<file path="src/rtl/wptr_full.sv">
// Async FIFO write-side pointer logic: binary/gray write pointer,
// full, almost-full, fill level and sticky overflow in the write domain.
module wptr_full #(
  parameter int ADDRSIZE     = 4,
  parameter int AFULL_THRESH = 14
) (
  input  logic                clk,
  input  logic                rst,
  input  logic                winc,
  input  logic [ADDRSIZE:0]   wq2_rptr,
  output logic                wen,
  output logic [ADDRSIZE-1:0] waddr,
  output logic [ADDRSIZE:0]   wptr,
  output logic                wfull,
  output logic                walmost_full,
  output logic [ADDRSIZE:0]   wlevel,
  output logic                woverflow
);

  localparam logic [ADDRSIZE:0] THRESH =
    (ADDRSIZE+1)'(AFULL_THRESH);

  logic [ADDRSIZE:0] wbin;
  logic [ADDRSIZE:0] wbin_next;
  logic [ADDRSIZE:0] wgray_next;
  logic [ADDRSIZE:0] full_cmp;
  logic [ADDRSIZE:0] rbin;
  logic [ADDRSIZE:0] level_next;

  assign wen        = winc & ~wfull;
  assign waddr      = wbin[ADDRSIZE-1:0];
  assign wbin_next  = wbin + {{ADDRSIZE{1'b0}}, wen};
  assign wgray_next = (wbin_next >> 1) ^ wbin_next;

  // Full when the write pointer is exactly one lap ahead of the read pointer.
  assign full_cmp = {~wq2_rptr[ADDRSIZE:ADDRSIZE-1],
                     wq2_rptr[ADDRSIZE-2:0]};

  always_comb begin
    rbin = '0;
    for (int i = 0; i <= ADDRSIZE; i++) begin
      rbin[i] = ^(wq2_rptr >> i);
    end
  end

  assign level_next = wbin_next - rbin;

  always_ff @(posedge clk or posedge rst) begin
    if (rst) begin
      wbin         <= '0;
      wptr         <= '0;
      wfull        <= 1'b0;
      walmost_full <= 1'b0;
      wlevel       <= '0;
      woverflow    <= 1'b0;
    end else begin
      wbin         <= wbin_next;
      wptr         <= wgray_next;
      wfull        <= (wgray_next == full_cmp);
      walmost_full <= (level_next >= THRESH);
      wlevel       <= level_next;
      if (winc & wfull) begin
        woverflow <= 1'b1;
      end
    end
  end

endmodule

</file>
<file path="config.mk">
export PLATFORM = sky130hd
export DESIGN_NAME = wptr_full
export DESIGN_NICKNAME = d
export VERILOG_FILES = /design/src/rtl/wptr_full.sv
export SDC_FILE = /design/constraint.sdc
export NUM_CORES = 1
export LEC_CHECK = 0
export CORE_MARGIN = 3
export CORE_UTILIZATION = 40
export DETAILED_ROUTE_END_ITERATION = 12
export GPL_TIMING_DRIVEN = 0
export PLACE_DENSITY = 0.69
export SLEW_MARGIN = 30
export SYNTH_ARGS = -nofsm -noshare
export SYNTH_HDL_FRONTEND = slang
export SYNTH_SLANG_ARGS = --single-unit
</file>
<file path="constraint.sdc">
create_clock -name clk -period 6.2 [get_ports clk]
set_input_delay 1.24 -clock clk [delete_from_list [all_inputs] [get_ports clk]]
set_output_delay 1.24 -clock clk [all_outputs]
set_load 0.05 [all_outputs]
</file>
==> results of run 1 <==
[cell usage after synthesis, types with 2 or more instances]
library cell / count
dfrtp_1: 17
ha_1: 5
inv_1: 9
nand2_1: 6
nand3_1: 3
nor2b_1: 2
o211ai_1: 2
o21ai_0: 2
xnor2_1: 10
xnor3_1: 2
xor2_1: 9
[cell type report]
class / instances / area (µm²) / area share (%)
multi-input cells: 52 / 458 / 37.3
clock inverters: 1 / 5.00 / 0.407
repair buffers: 25 / 250 / 20.4
flip-flops and latches: 17 / 425 / 34.6
clock buffers: 3 / 22.5 / 1.83
well taps: 27 / 33.8 / 2.75
inverters: 9 / 33.8 / 2.75
[flip-flops by register name, indices dropped and copies added (netlist names)]
signal / cells
wptr: 4
wbin: 5
woverflow: 1
wlevel: 5
walmost_full: 1
wfull: 1
[per-stage QoR]
stage	worst slack, ns	hold WS [ns]	cells	instance area, µm²	util [%]
after global routing	2.04	0.514	134	1230	59.6
after CTS	2.20	0.475	134	1230	59.6
after floorplan	2.19	0.764	78	917	-
final	2.20	0.468	134	1230	59.6
after detailed placement	1.94	0.453	130	1200	58.3
after global placement	2.02	0.444	130	1200	58.3
[worst max-delay path, stage by stage]
cell and delay [ns]:
clkdlybuf4s50_1 0.59, xor2_1 0.30, xnor2_1 0.20, xor2_1 0.29, xnor2_1 0.11, ha_1 0.23, fa_1 0.42, nor2b_1 0.21
o21ai_0 0.14, a311o_1 0.39, o211ai_1 0.09
[metal layers]
| layer | GRT usage [%] | part of all wire (%) | vias to the layer above |
|---|---|---|---|
| met5 | 0 | 0 | - |
| li1 | - | - | 314 |
| met3 | 1.66 | 4.4 | 4 |
| met2 | 20.0 | 46 | 17 |
| met1 | 17.9 | 47 | 276 |
| met4 | 8.94 | 2.8 | 0 |
[cell families after synthesis]
kind of cell / after synthesis
xor gates and xnor gates: 22
DFF: 17
AOI/OAI and AO/OA: 8
and+or+nand+nor: 16
adders and majority gates: 6
buffers and inverters: 9
[worst max path at each step]
| stage | endpoint | cells past startpoint | from | slack [ns] |
|---|---|---|---|---|
| final | walmost_full | 11 | wq2_rptr[4] | 2.20 |
| after floorplan | walmost_full | 9 | winc | 2.19 |
| after detailed placement | walmost_full | 11 | wq2_rptr[4] | 1.94 |
| after global routing | walmost_full | 11 | wq2_rptr[4] | 2.04 |
| after CTS | wen | 3 | winc | 2.20 |
| after global placement | walmost_full | 11 | wq2_rptr[4] | 2.02 |
==> metrics.md, run 1 <==
| Metric | Value |
|---|---|
| Mapped Nets | `92` |
| Min-Delay Path Class | `flop to flop` |
| Setup TNS Final | `0 ns` |
| Mapped Cells | `78` |
| Vias in the first global route | `579` |
| Fin crit share | `64.5%` |
| Die span in y | `53.9 µm` |
| TritonCTS clock tree | `built` |
| Crit path time final | `4.00 ns` |
| Max Fclk | `250 MHz` |
| Clock slew at the register clock pins of the worst setup and hold paths | `0.10 ns` |
| RSZ-0062 raised after global routing | `false` |
| I/O Pins | `26` |
| Starting density of the core | `44.5%` |
| Clk_skew | `0.00520 ns` |
| Mux share of post-synthesis cell area | `0%` |
| Clk root buf | `clkbuf_4` |
| Sequential element share of the synthesized area | `46.4%` |
| Via density | `4.56` |
| Max Buffers Root-to-Sink | `2` |
| Largest cells by area after synthesis | `dfrtp_1 (46%), xnor2_1 (9.5%), xor2_1 (8.6%)` |
| Area leader, netlist | `dfrtp_1` |
| Router iterations before antenna repair | `4` |
| Buffers on Ports | `25` |
| Tot GR Track Use | `13.4%` |
| Worst-Margin Slew | `0.625 ns` |
| Reg2reg setup slack | `3.44 ns` |
| Final Slew Violations | `0` |
| Final nets | `122` |
| Combinational family with the most area after synthesis | `XOR/XNOR gates` |
| Asr flop ratio synth | `100%` |
| Postcts setup bufs | `0` |
| Post-synth EDFFs | `0` |
| Primary FF master, synth | `dfrtp_1` |
| Area share of the largest cell type after synthesis | `46.4%` |
| Final setup viols | `0` |
| Mapped cell area | `917 µm²` |
| R2r startpoint | `wfull` |
| Depth of the worst register-to-register path | `9` |
| Synth Area in Adders | `9.00%` |
| TritonCTS Buffers | `3` |
| Startpoint types | `input port` |
| Synth warn | `0` |
| 1st-iter DRT viols | `11` |
| Die width | `53.9 µm` |
| Worst-path maximum fanout | `5` |
| Type of destination of the critical path | `flop` |
| Remaining global-route overflow | `0` |
| Relative slew slack | `58.3%` |
| Simple-gate share of the synthesized area | `9.28%` |
| Die ar. | `2900 µm²` |
| Initial antenna violation count | `0` |
| Worst-Skew Late Latency | `0.28 ns` |
| DP HPWL | `1300 µm` |
| MaxCap Viol Count | `0` |
| H-tree depth | `1` |
| Filler cell count | `174` |
| Share of layout cells above drive strength 1 | `8.41%` |
| Commonest non-fill, non-tap cells in the layout | `clkdlybuf4s50_1 (25), dfrtp_1 (17), xnor2_1 (10)` |
| Commonest non-fill, non-tap cell in the layout | `clkdlybuf4s50_1` |
| Syn_area_per_cell | `11.8 µm²` |
| ANT cells | `0` |
| Status | `finished clean` |
| Vias | `611` |
| Number of synthesized register bits | `17` |
| Post-Route WL | `1580 µm` |
| Worst Path Arrival | `4.21 ns` |
| End of the worst hold path | `woverflow` |
| # DRC | `0` |
| Synth Area in Compound Gates | `6.82%` |
| Req. time, crit path | `6.41 ns` |
| Final Hold Vio Count | `0` |
| Routed len/inst | `11.8 µm` |
| Reg2reg end | `walmost_full` |
| Min-delay src | `woverflow` |
| Antenna-violating nets left | `0` |
| Synth cell types | `22` |
| Rows | `16` |
| Hold buffer count at CTS | `0` |
| Area grow syn2layout | `34.0%` |
| Core Region | `2060 µm²` |
| Hold Path Depth | `1` |
| RePlAce Congestion | `0.749` |
| Xor and xnor area share after synthesis | `24.8%` |
| Pin count of the biggest net entering global routing | `18` |
| Sink Count | `17` |
| Post-CTS sizing | `0` |
| Worst Setup Path Type | `input port to flop` |
| First-pass GRT wire length | `2680 µm` |
Power of run 1 is left out: the tool's default activity adds up to more than one toggle a clock period on the data nets, which glitch-free logic cannot reach.
==> inputs of run 2 (changes only) <==
Clock period 6.2 ns to 3.9 ns, I/O delays scaled along.
==> results of run 2 <==
The final DEF is identical to that of run 1. Status: finished clean.
Among the figures that moved: setup slack after placement 1.94 ns -> 0.0965 ns; setup slack after layout 2.20 ns -> 0.360 ns; register-to-register setup slack 3.44 ns -> 1.14 ns
Power of run 2 is left out for the same reason.
